**src/rtl/lfsr_word_sched_pkg.sv**
```systemverilog
`default_nettype none
// ============================================================================
// Module   : lfsr_pkg
// Brief    : Shared types and constants for the LFSR word scheduler.
// Revision : 1.0 - initial release
// ============================================================================
package lfsr_pkg;

    localparam int LFSR_WIDTH = 28;
    localparam int TAP_A      = 27;
    localparam int TAP_B      = 24;

    localparam logic [LFSR_WIDTH-1:0] DEFAULT_SEED = 28'hACE1234;

    typedef enum logic [1:0] {
        IDLE    = 2'd0,
        SEED    = 2'd1,
        GATHER  = 2'd2,
        DELIVER = 2'd3
    } sched_state_t;

endpackage : lfsr_pkg
`default_nettype wire

```
**src/rtl/lfsr_word_sched_if.sv**
```systemverilog
`default_nettype none
// ============================================================================
// Module   : lfsr_word_sched_if
// Brief    : Request/grant/word bus between random-number consumers and the
//            shared LFSR scheduler.
// Revision : 1.0 - initial release
// ============================================================================
interface lfsr_word_sched_if
    import lfsr_pkg::*;
#(
    parameter int N_REQ = 4,
    parameter int W     = 8
);
    logic [LFSR_WIDTH-1:0] seed_i;
    logic                  seed_load;
    logic [N_REQ-1:0]      req;
    logic [N_REQ-1:0]      gnt;
    logic                  ack;
    logic [W-1:0]          word_data;
    logic                  busy;

    modport master (
        output seed_i, seed_load, req,
        input  gnt, ack, word_data, busy
    );

    modport slave (
        input  seed_i, seed_load, req,
        output gnt, ack, word_data, busy
    );

endinterface : lfsr_word_sched_if
`default_nettype wire

```
**src/rtl/lfsr_word_sched_lfsr_fib28.sv**
```systemverilog
`default_nettype none
// ============================================================================
// Module   : lfsr_fib28
// Brief    : 28-bit Fibonacci LFSR, x^28+x^25+1, serial output from the MSB.
// Revision : 1.0 - initial release
// ============================================================================
module lfsr_fib28
    import lfsr_pkg::*;
#(
    parameter logic [LFSR_WIDTH-1:0] RESET_VAL = lfsr_pkg::DEFAULT_SEED
) (
    input  logic                  clk,
    input  logic                  reset,
    input  logic                  en,
    input  logic                  load,
    input  logic [LFSR_WIDTH-1:0] load_val,
    output logic                  r
);

    logic [LFSR_WIDTH-1:0] r_state;
    logic                  w_fb;

    assign w_fb = r_state[TAP_A] ^ r_state[TAP_B];
    assign r    = r_state[TAP_A];

    always_ff @(posedge clk) begin
        if (!reset) begin
            r_state <= RESET_VAL;
        end else if (load) begin
            r_state <= load_val;
        end else if (en) begin
            r_state <= {r_state[LFSR_WIDTH-2:0], w_fb};
        end
    end

endmodule : lfsr_fib28
`default_nettype wire

```
**src/rtl/lfsr_word_sched.sv**
```systemverilog
`default_nettype none
// ============================================================================
// Module   : lfsr_word_sched
// Brief    : Round-robin shares one 28-bit LFSR between N_REQ requesters,
//            assembling W serial bits into a word and sequencing reseeds.
// Revision : 1.0 - initial release
// ============================================================================
module lfsr_word_sched
    import lfsr_pkg::*;
#(
    parameter int                    N_REQ        = 4,
    parameter int                    W            = 8,
    parameter logic [LFSR_WIDTH-1:0] DEFAULT_SEED = lfsr_pkg::DEFAULT_SEED
) (
    input  logic              clk,
    input  logic              reset,
    lfsr_word_sched_if.slave  bus
);

    localparam int IDX_W = (N_REQ > 1) ? $clog2(N_REQ) : 1;
    localparam int CNT_W = $clog2(W + 1);

    sched_state_t          r_state;
    sched_state_t          w_state_next;

    logic [IDX_W-1:0]      r_ptr;
    logic [IDX_W-1:0]      r_gidx;
    logic [N_REQ-1:0]      r_gnt;
    logic [CNT_W-1:0]      r_cnt;
    logic [W-1:0]          r_word;
    logic [W-1:0]          r_word_data;
    logic                  r_ack;
    logic [LFSR_WIDTH-1:0] r_seed_reg;
    logic                  r_seed_pend;

    logic                  w_bit;
    logic                  w_found;
    logic [IDX_W-1:0]      w_pick;
    logic [W-1:0]          w_word_next;
    logic                  w_last;
    logic [LFSR_WIDTH-1:0] w_seed_eff;

    function automatic logic [IDX_W-1:0] rr_index(input logic [IDX_W-1:0] base, input int off);
        int j;
        j = int'(base) + off;
        if (j >= N_REQ) begin
            j = j - N_REQ;
        end
        return IDX_W'(j);
    endfunction

    // A zero seed would lock the LFSR at zero forever.
    assign w_seed_eff = (r_seed_reg == '0) ? DEFAULT_SEED : r_seed_reg;

    lfsr_fib28 #(
        .RESET_VAL (DEFAULT_SEED)
    ) u_lfsr (
        .clk      (clk),
        .reset    (reset),
        .en       (r_state == GATHER),
        .load     (r_state == SEED),
        .load_val (w_seed_eff),
        .r        (w_bit)
    );

    assign w_word_next = W'({r_word, w_bit});
    assign w_last      = (r_cnt == CNT_W'(W - 1));

    always_comb begin
        w_found = 1'b0;
        w_pick  = '0;
        for (int i = 0; i < N_REQ; i++) begin
            if (!w_found && bus.req[rr_index(r_ptr, i)]) begin
                w_found = 1'b1;
                w_pick  = rr_index(r_ptr, i);
            end
        end
    end

    always_ff @(posedge clk) begin
        if (!reset) begin
            r_state <= IDLE;
        end else begin
            r_state <= w_state_next;
        end
    end

    always_comb begin
        w_state_next = r_state;
        case (r_state)
            IDLE: begin
                if (r_seed_pend) begin
                    w_state_next = SEED;
                end else if (w_found) begin
                    w_state_next = GATHER;
                end
            end
            SEED:    w_state_next = IDLE;
            GATHER:  if (w_last) w_state_next = DELIVER;
            DELIVER: w_state_next = IDLE;
            default: w_state_next = IDLE;
        endcase
    end

    always_ff @(posedge clk) begin
        if (!reset) begin
            r_ptr       <= '0;
            r_gidx      <= '0;
            r_gnt       <= '0;
            r_cnt       <= '0;
            r_word      <= '0;
            r_word_data <= '0;
            r_ack       <= 1'b0;
            r_seed_reg  <= '0;
            r_seed_pend <= 1'b0;
        end else begin
            // A fresh pulse arriving while SEED applies the old value stays pending.
            if (bus.seed_load) begin
                r_seed_reg  <= bus.seed_i;
                r_seed_pend <= 1'b1;
            end else if (r_state == SEED) begin
                r_seed_pend <= 1'b0;
            end

            r_ack <= 1'b0;
            case (r_state)
                IDLE: begin
                    if (!r_seed_pend && w_found) begin
                        r_gnt  <= N_REQ'(1) << w_pick;
                        r_gidx <= w_pick;
                        r_cnt  <= '0;
                    end
                end
                GATHER: begin
                    r_word <= w_word_next;
                    r_cnt  <= r_cnt + CNT_W'(1);
                    if (w_last) begin
                        r_word_data <= w_word_next;
                        r_ack       <= 1'b1;
                    end
                end
                DELIVER: begin
                    r_gnt <= '0;
                    r_ptr <= (r_gidx == IDX_W'(N_REQ - 1)) ? '0 : r_gidx + IDX_W'(1);
                end
                default: ;
            endcase
        end
    end

    assign bus.gnt       = r_gnt;
    assign bus.ack       = r_ack;
    assign bus.word_data = r_word_data;
    assign bus.busy      = (r_state != IDLE) || r_seed_pend;

endmodule : lfsr_word_sched
`default_nettype wire

```
**src/flat_wrapper.sv**
```systemverilog
// flat-port wrapper written by rule: the top's interface ports become plain ports
module lfsr_word_sched_flat import lfsr_pkg::*;
#(
    parameter int                    N_REQ        = 4,
    parameter int                    W            = 8,
    parameter logic [LFSR_WIDTH-1:0] DEFAULT_SEED = lfsr_pkg::DEFAULT_SEED
)
  (clk, reset, bus_seed_i, bus_seed_load, bus_req, bus_gnt, bus_ack, bus_word_data, bus_busy);
  lfsr_word_sched_if #(.N_REQ(N_REQ), .W(W)) bus_i ();
  input  logic clk;
  input  logic reset;
  input wire logic [$bits(bus_i.seed_i)-1:0] bus_seed_i;
  input wire logic [$bits(bus_i.seed_load)-1:0] bus_seed_load;
  input wire logic [$bits(bus_i.req)-1:0] bus_req;
  output wire logic [$bits(bus_i.gnt)-1:0] bus_gnt;
  output wire logic [$bits(bus_i.ack)-1:0] bus_ack;
  output wire logic [$bits(bus_i.word_data)-1:0] bus_word_data;
  output wire logic [$bits(bus_i.busy)-1:0] bus_busy;
  assign bus_i.seed_i = bus_seed_i;
  assign bus_i.seed_load = bus_seed_load;
  assign bus_i.req = bus_req;
  assign bus_gnt = bus_i.gnt;
  assign bus_ack = bus_i.ack;
  assign bus_word_data = bus_i.word_data;
  assign bus_busy = bus_i.busy;
  lfsr_word_sched #(.N_REQ(N_REQ), .W(W), .DEFAULT_SEED(DEFAULT_SEED)) u_core (.clk(clk), .reset(reset), .bus(bus_i));
endmodule
```
**config.mk**
```make
export PLATFORM = sky130hd
export DESIGN_NAME = lfsr_word_sched_flat
export DESIGN_NICKNAME = d
export VERILOG_FILES = /design/src/rtl/lfsr_word_sched_pkg.sv /design/src/rtl/lfsr_word_sched_if.sv /design/src/rtl/lfsr_word_sched_lfsr_fib28.sv /design/src/rtl/lfsr_word_sched.sv /design/src/flat_wrapper.sv
export SDC_FILE = /design/constraint.sdc
export NUM_CORES = 1
export LEC_CHECK = 0
export BUFFER_PORTS_ARGS = -buffer_cell sky130_fd_sc_hd__buf_2
export CAP_MARGIN = 30
export CORE_MARGIN = 2
export CORE_UTILIZATION = 40
export CTS_BUF_LIST = sky130_fd_sc_hd__clkbuf_8
export CTS_CLUSTER_DIAMETER = 60
export CTS_CLUSTER_SIZE = 16
export DETAILED_ROUTE_END_ITERATION = 10
export GPL_TIMING_DRIVEN = 0
export PLACE_DENSITY_LB_ADDON = 0.2
export SLEW_MARGIN = 5
export SYNTH_ARGS = -nofsm -noshare
export SYNTH_HDL_FRONTEND = slang
export SYNTH_SLANG_ARGS = --single-unit
```
**constraint.sdc**
```tcl
create_clock -name clk -period 1.6 [get_ports clk]
set_input_delay 0.4 -clock clk [delete_from_list [all_inputs] [get_ports clk]]
set_output_delay 0.4 -clock clk [all_outputs]
set_load 0.05 [all_outputs]
```
---- After elaboration in Yosys (flattened, before gate mapping) ----
Index checks and enable logic that the tools add are counted.
word-level totals
  bits in registers ....................... 87
  latch bits .............................. 0
  memory bits (writable) .................. 0
  bits in read-only memories .............. 0
  input port bits ......................... 35
  output and inout port bits .............. 14
  logic and storage cells ................. 96
  memories ................................ 0
operators by class
  add/sub/neg operators ................... 9
  $mul .................................... 0
  divide/modulo/power cells ............... 0
  magnitude comparators ................... 8
  equal/unequal tests ..................... 8
  shift operators ......................... 1
  muxes and demuxes ....................... 35
  bitwise logic cells ..................... 1
  reductions and logical operators ........ 23
operators with widths
  cell                                                                number
  two-way mux 28 bit                                                  3
  zero test 28 bit                                                    1
  two-way mux 2 bit                                                   12
  case mux 4 bit (2 select lines)                                     2
  less-than comparator 2 x 3 -> 1 bit (second input constant)         4
  AND reduction 2 bit                                                 6
  two-way mux 1 bit                                                   11
  nonzero test 2 bit                                                  5
  greater-or-equal comparator 3 bit (second input constant)           3
  binary-select mux 1 bit (select 2 bit)                              4
  two-way mux 4 bit                                                   2
  subtractor 2 x 1 -> 2 bit (second input constant)                   4
  adder 2 x 2 -> 3 bit (second input constant)                        2
  equality test 2 bit (second input constant)                         3
  case mux 2 bit (3 select lines)                                     1
  adder 4 x 1 -> 4 bit (second input constant)                        1
  equality test 4 x 3 -> 1 bit (second input constant)                1
  logical AND 1 bit                                                   4
  zero test 1 bit                                                     4
  != test 2 x 1 -> 1 bit (second input constant)                      2
  << shifter 1 x 2 -> 4 bit (first input constant)                    1
  adder 2 x 1 -> 3 bit (second input constant)                        1
  greater-or-equal comparator 2 x 3 -> 1 bit (second input constant)  1
  != test 3 x 1 -> 1 bit (second input constant)                      1
  other kinds (6)                                                     6

---- Longest topological paths before layout ----
Gate-level depths: netlist of the first run.
  word-level depth ........................ 17
  depth in mapped cells ................... 8

---- By module ----
A second synthesis of the first run with hierarchy kept.
unflattened totals
  cell total of the unflattened synthesis .. 396
  area total of the unflattened synthesis .. 4042.6 um^2
modules (own cells, without submodules)
  module           times used  cells each  area each (um^2)
  lfsr_word_sched  1           269         2587.5
  lfsr_fib28       1           127         1455.1

---- Worst setup path before layout of the first run ----
OpenSTA, ideal clock, no wires.
  path kind ............................... flip-flop to flip-flop
  start point ............................. reg u_core.r_state[0]
  end point ............................... reg u_core.r_cnt[2]
  arrival time ............................ 1.709 ns
  data required time ...................... 1.466 ns
  path slack .............................. -0.242 ns
  stages on the path, launching flop included .. 8
  period minus slack after synthesis ...... 1.842 ns
  path through ............................ dfxtp_1 > inv_1 > ha_1 > and2b_1 > inv_1 > nor2_1 > o311ai_0 > a21oi_1
between the ends
  cells in the longest elaborated chain, start to end .. 3
  elaborated cells between the ends (all ways) .. 6
ends and longest elaborated chain
  item                                                                                  RTL line                RTL
  start: declaration                                                                    lfsr_word_sched.sv:23   sched_state_t r_state;
  start signal: assignment                                                              lfsr_word_sched.sv:84   r_state <= w_state_next;
  zero test 2 bit / equality test 2 bit (equally long branches)                         lfsr_word_sched.sv:126  case (r_state)
  != test 2 x 1 -> 1 bit (no source line) / nonzero test 2 bit (equally long branches)  n/a
  AND reduction 2 bit (no source line)                                                  n/a
  end signal: assignment                                                                lfsr_word_sched.sv:136  r_cnt <= r_cnt + CNT_W'(1);
  end: declaration                                                                      lfsr_word_sched.sv:29   logic [CNT_W-1:0] r_cnt;
Several ways; a longest one is shown, not always the timed one.
A chain may end at the register's enable or synchronous reset.

---- Worst setup path in the final report of the first run ----
  start point ............................. reg u_core.r_state[0]
  end point ............................... out bus_busy
between the ends
  cells in the longest elaborated chain, start to end .. 2
ends and longest elaborated chain
  item                RTL line                RTL
  nonzero test 2 bit  lfsr_word_sched.sv:154  assign bus.busy = (r_state != IDLE) || r_seed_pend;
  logical OR 1 bit    lfsr_word_sched.sv:154
  end: declaration    flat_wrapper.sv:18      output wire logic [$bits(bus_i.busy)-1:0] bus_busy;
Every way passes these cells.

==> metrics.cfg, run 1 <==
[clock_tree]
ctsHoldBuffers=0
cts_sinks=87
cts-root-buf=clkbuf_8
cts.htree.levels=3
cts_made_buffers=9
insertion_delay_ns=0.37
cts_buffer_depth=2
clk_pin_slew_ns=0.10
cts_tree=done

[run_status]
status=finished, violations left
violations=setup timing

[global_route]
grt_pass1_vias=2935
antenna_found_initial=0
grt.overflow.total=0
grt_start_max_net_pins=17
grt_pass1_wl_mm=14.23
groute.usage.overall_pct=17.96

[route]
via_per_inst=5.243
drt_iter0_drc=139
routed_wl_mm=8.498
firstDrtPassIters=4
drc=0
via_count=3041
wl_per_cell_um=14.65
final_antenna_net_count=0

[power_and_ir_drop]
power_density_nw_per_um2=1658
peakVddDrop_uv=759.9
p_leak_nw=1.881

[sta]
hold_viol=0
worst_hold_slack_ns=0.2579
min_period_ns=1.763
rsz0062_at_grt=yes
setup_viol=1
fin_skew_ns=0.01405
slew_headroom_pct=63.86
worst_slack_ns=-0.1626
drv_slew=0
tightest_slew_ns=0.5421
period_share_pct=110.2
fmax_ghz=0.5674

[die]
initial_core_util_pct=40.66
io_pins=49
dieArea_um2=10050
rows=35
core_area_um2=9109
die_w_um=100.2
die_h_um=100.2

[synth]
syn_nets=442
synth_cell_type_count=43
synth-main-ff-cell=dfxtp_1
synth_seq_area_share_pct=47.03
synth-edff-count=0
synthArstFlopShare_pct=0
yosysTopAreaCell=dfxtp_1
synth-seq-cells=87
mappedNetlistArea_um2=3704
yosys_warnings=0
postSynthCellCount=400
avgSynthCellArea_um2=9.259
synth_top_area_share_pct=47.03
synth_area_leaders=dfxtp_1, mux2i_1, nor2_1, a211oi_1, o221ai_1

[critical_path]
cp_max_fo=2
end_kind=output pin
cp.arrival_ns=1.36
start_kind=flop
worst_ep_required_time_ns=1.20
worst-setup-path-type=reg2out
rrSetupSlack_ns=0.02

[cells_and_area]
area_growth_pct=21.69
drive_above_1_share_pct=24.31
fillCellCount=901
fin_util_pct=49.48
antennaDiodeCount=0
layout.nets=506

[placement]
io_buffers=47
globalplace.congestion=0.7955
post-dp-hpwl_mm=6.192

[flow_run]
drv_cap=0

[hold_path]
min_path_type=in2reg

[where the power goes]
part | internal (W) | switching [W]
registers | 0.00258 | 0.000259
logic | 0.00124 | 0.00166
clock network | 0.000895 | 0.000841
[layout make-up]
type / count / area, µm² / area share [%]
Buffer: 25 / 142.6 / 3.165
Multi-Input combinational cell: 264 / 1856 / 41.17
Inverter: 21 / 85.08 / 1.888
Clock buffer: 9 / 123.9 / 2.748
Tap cell: 111 / 138.9 / 3.082
Clock inverter: 7 / 101.3 / 2.249
Sequential cell: 87 / 1747 / 38.76
Timing Repair Buffer: 56 / 312.8 / 6.941
[routing by layer]
layer	routed length (µm)	up-vias	track usage [%]
met3	308	12	2.855
met1	4005	1420	23.09
li1	-	1554	-
met5	0	-	0
met2	3992	55	29.43
met4	193	0	8.641
[cells by family after synthesis]
logic type | count (synthesis) | synth area share, %
simple gates | 111 | 13.14
compound gates | 93 | 17.94
flops | 87 | 47.03
mux | 51 | 13.78
buf+inv | 49 | 5.270
fa+ha+maj | 7 | 2.365
xor+xnor | 2 | 0.4731
[Yosys cell counts (2+ instances only)]
| library cell | count |
|---|---|
| mux2i_1 | 51 |
| clkbuf_1 | 18 |
| nand2_1 | 25 |
| buf_2 | 9 |
| nor4_1 | 8 |
| nor3_1 | 2 |
| nor2_1 | 62 |
| a32o_1 | 4 |
| o221ai_1 | 14 |
| o21ai_0 | 19 |
| nand3_1 | 3 |
| o211ai_1 | 4 |
| ha_1 | 7 |
| dfxtp_1 | 87 |
| a21oi_1 | 16 |
| a211oi_1 | 24 |
| nand3b_1 | 2 |
| inv_1 | 20 |
[critical path, cell delays in order, from the launching register on]
cell and delay, ns:
dfxtp_4 0.37, inv_4 0.04, ha_4 0.15, and2b_2 0.21
clkinvlp_4 0.08, buf_8 0.14
[through the flow]
stage / cell area (µm²) / setup WS (ns) / total power, W / std cells / setup TNS (ns)
after detailed placement: 4113 / -0.3639 / 0.005400 / 558 / -7.359
after global placement: 4113 / -0.3559 / 0.005347 / 558 / -6.607
after global routing: 4507 / -0.2099 / 0.007965 / 580 / -0.3705
after floorplan: 3739 / 0.004311 / 0.004773 / 400 / 0
final: 4507 / -0.1626 / 0.007474 / 580 / -0.1626
after CTS: 4420 / -0.2060 / 0.007347 / 577 / -0.2060
[repair_timing]
| action | 4_1_cts | 5_1_grt |
|---|---|---|
| pin swaps | 1 | 5 |
| buffers inserted | 5 | 5 |
| endpoints found under the setup margin | 38 | 32 |
| resized for setup | 19 | 19 |
[worst paths after layout]
path	depth (start not counted)	start	endpoint
worst max-delay path	5	u_core.r_state[0]	bus_busy
worst max register to register	7	u_core.r_state[0]	u_core.r_state[1]
worst min-delay path	3	bus_seed_i[0]	u_core.r_seed_reg[0]
worst min register to register	2	u_core.bus.word_data[2]	u_core.bus.word_data[2]
[cells in the final DEF (no fill, tap or decap), types with 14 or more instances in the layout]
| cell type | synthesis | routed |
|---|---|---|
| mux2i_1 | 51 | 51 |
| inv_1 | 20 | 16 |
| o21ai_0 | 19 | 17 |
| buf_2 | 9 | 49 |
| a211oi_1 | 24 | 19 |
| dfxtp_1 | 87 | 85 |
| nor2_1 | 62 | 59 |
| nand2_1 | 25 | 25 |
| o221ai_1 | 14 | 14 |
| a21oi_1 | 16 | 16 |
Note: power is estimated with default switching activity, not from simulation.
==> run 2, diff against run 1 <==
==> constraint.sdc (replaced) <==
create_clock -name clk -period 2.2 [get_ports clk]
set_input_delay 0.55 -clock clk [delete_from_list [all_inputs] [get_ports clk]]
set_output_delay 0.55 -clock clk [all_outputs]
set_load 0.05 [all_outputs]
==> run 2 against run 1 <==
The flow now finishes without violations. Non-clock buffer count fell by 6. First-iteration DRC count decreased by 2.9%. Routed wire length down 4.3%. Critical path type unchanged. Largest cell class unchanged. Highest routed layer unchanged.
==> metrics.cfg, run 2 (synthesis results as in run 1) <==
[die]
die_w_um=100.2  ; unchanged
initial_core_util_pct=40.66  ; unchanged
dieArea_um2=10050  ; unchanged
core_area_um2=9109  ; unchanged
io_pins=49  ; unchanged
rows=35  ; unchanged
die_h_um=100.2  ; unchanged

[clock_tree]
clk_pin_slew_ns=0.09  ; about the same
insertion_delay_ns=0.36  ; about the same
cts.htree.levels=3  ; unchanged
cts_buffer_depth=2  ; unchanged
ctsHoldBuffers=0  ; unchanged
cts_sinks=87  ; unchanged
cts_setup_buffers=0  ; -5
cts_made_buffers=9  ; unchanged
cts_tree=done
cts-root-buf=clkbuf_8

[placement]
globalplace.congestion=0.8022  ; +0.84%
preCtsSetupSlack_ns=0.2989  ; +0.6628 ns
post-dp-hpwl_mm=6.131  ; -0.99%
io_buffers=47  ; unchanged

[critical_path]
cp_max_fo=4  ; +2
rrSetupSlack_ns=0.28  ; +0.26 ns
worst-setup-path-type=reg2out
rr_endpoint=u_core.u_lfsr.r_state[13]
worst_ep_required_time_ns=1.65  ; +0.45 ns
cp_slowest_cell=dfxtp_2
start_kind=flop
reg2regPathDepth=7  ; unchanged
path_cells=inv_1, ha_2, and2b_2, inv_1, buf_6
cp_slowest_stage_delay_ns=0.37  ; about the same
end_kind=output pin
cp.arrival_ns=1.50  ; +0.14 ns
crit_top_cell=inv_1
timing.rr.start=u_core.r_state[1]

[run_status]
status=finished clean

[cells_and_area]
mostFrequentLayoutCell=dfxtp_1
drive_above_1_share_pct=18.14  ; -6.2 points
fin_util_pct=47.05  ; -2.4 points
area_growth_pct=15.71
antennaDiodeCount=0  ; unchanged
final_cell_mix=dfxtp_1, nor2_1, buf_2
layout.nets=500  ; -1.2%

[global_route]
grt_pass1_vias=2807  ; -4.4%
grt_start_max_net_pins=16  ; -1
grt_pass1_wl_mm=13.63  ; -4.2%
grt.overflow.total=0  ; unchanged
groute.usage.overall_pct=17.13  ; -0.82 points
antenna_found_initial=0  ; unchanged

[power_and_ir_drop]
power_density_nw_per_um2=1161  ; -30%
power_w=0.004977  ; -33%
p_leak_nw=1.801  ; -4.3%
peakVddDrop_uv=489.2  ; -36%

[hold_path]
whs_path_depth=3  ; unchanged
hold_end=u_core.r_seed_reg[5]
min_path_type=in2reg
min_from=bus_seed_i[5]

[sta]
fin_skew_ns=0.01221  ; -0.001840 ns
worst_hold_slack_ns=0.4222  ; +0.1643 ns
slew_headroom_pct=64.39  ; +0.53 points
period_share_pct=93.36
setup-tns-final_ns=0  ; +0.1626 ns
hold_viol=0  ; unchanged
rsz0062_at_grt=no
drv_slew=0  ; unchanged
worst_slack_ns=0.1460  ; +0.3085 ns
setup_viol=0  ; -1
fmax_ghz=0.4869
min_period_ns=2.054
tightest_slew_ns=0.5341  ; -0.007952 ns

[route]
drc=0  ; unchanged
via_per_inst=5.162  ; -1.5%
wl_met3_um=329  ; +6.8%
via_count=2963  ; -2.6%
routed_wl_mm=8.136  ; -4.3%
final_antenna_net_count=0  ; unchanged
met1Wirelength_mm=3.931  ; -1.8%
wl_per_cell_um=14.17  ; -3.3%
drt_iter0_drc=135  ; -2.9%
firstDrtPassIters=4  ; unchanged
wl_met2_mm=3.799  ; -4.8%
topRoutingLayerUsed=met4

[flow_run]
drv_cap=0  ; unchanged

-- run 2: cell types whose count changed in the layout (fill, tap and decap cells not counted), moves of 3 or more --
| cell | before | now |
|---|---|---|
| a211oi_1 | 19 | 24 |
| a211oi_2 | 4 | 0 |
| buf_2 | 49 | 55 |
| buf_4 | 10 | 0 |
| clkbuf_1 | 10 | 18 |
| clkbuf_2 | 3 | 0 |
| clkbuf_4 | 4 | 0 |
| inv_1 | 16 | 21 |
| nor2_1 | 59 | 62 |
| nor2_4 | 3 | 0 |
-- run 2: cell type report --
class | instances | area [µm²]
timing repair buffer | 47 | 241.5
multi-input combinational | 264 | 1770
clock buffer | 9 | 123.9
inverter | 21 | 78.83
fill | 927 | 4823
sequential | 87 | 1744
tap | 111 | 138.9
buffer | 28 | 116.4
clock inverter | 7 | 71.32
-- run 2: how the worst max path moves through the flow --
stage                       from                         to  slack (ns)  cells after the start
2_1_floorplan  u_core.r_state[0]            u_core.r_cnt[2]        0.36                      7
3_3_place_gp   u_core.r_state[1]  u_core.u_lfsr.r_state[10]        0.29                      7
3_5_place_dp   u_core.r_state[1]  u_core.u_lfsr.r_state[10]        0.30                      7
4_1_cts        u_core.r_state[0]                   bus_busy        0.02                      5
5_1_grt        u_core.r_state[1]                   bus_busy        0.05                      5
6_report       u_core.r_state[1]                   bus_busy        0.15                      5
-- run 2: metrics by stage --
step                      cell area (µm²)  std cells
after CTS                            4280        574
after global placement               4078        558
after floorplan                      3704        400
after detailed placement             4078        558
final                                4285        574
after global routing                 4285        574
-- run 2: routing by layer --
metal  vias to the layer above  track usage [%]
met5                         -                0
met4                         0            4.426
met3                         8            4.735
met2                        53            27.57
met1                      1366            22.78
li1                       1536                -
-- run 2: report_power, final --
group / internal, W / switching, W / total (W) / leakage [nW]
Clock: 0.000527 / 0.000596 / 0.00112 / 0.0974
Sequential: 0.00187 / 0.000188 / 0.00206 / 0.716
Combinational: 0.000688 / 0.00110 / 0.00179 / 0.988
Total: 0.00309 / 0.00189 / 0.00498 / 1.80
-- run 2: timing repair --
item,in CTS,in global routing
cloned,0,0
setup endpoints to repair,1,1
gates resized for setup,3,3
endpoints found under the hold margin,0,0
-- run 2: critical path, delay by kind of cell, from the launching register on --
family / cells / cell delay [ns]
DFF: 1 / 0.37
and+or+nand+nor: 1 / 0.24
buffers and inverters: 3 / 0.34
adders and majority gates: 1 / 0.20
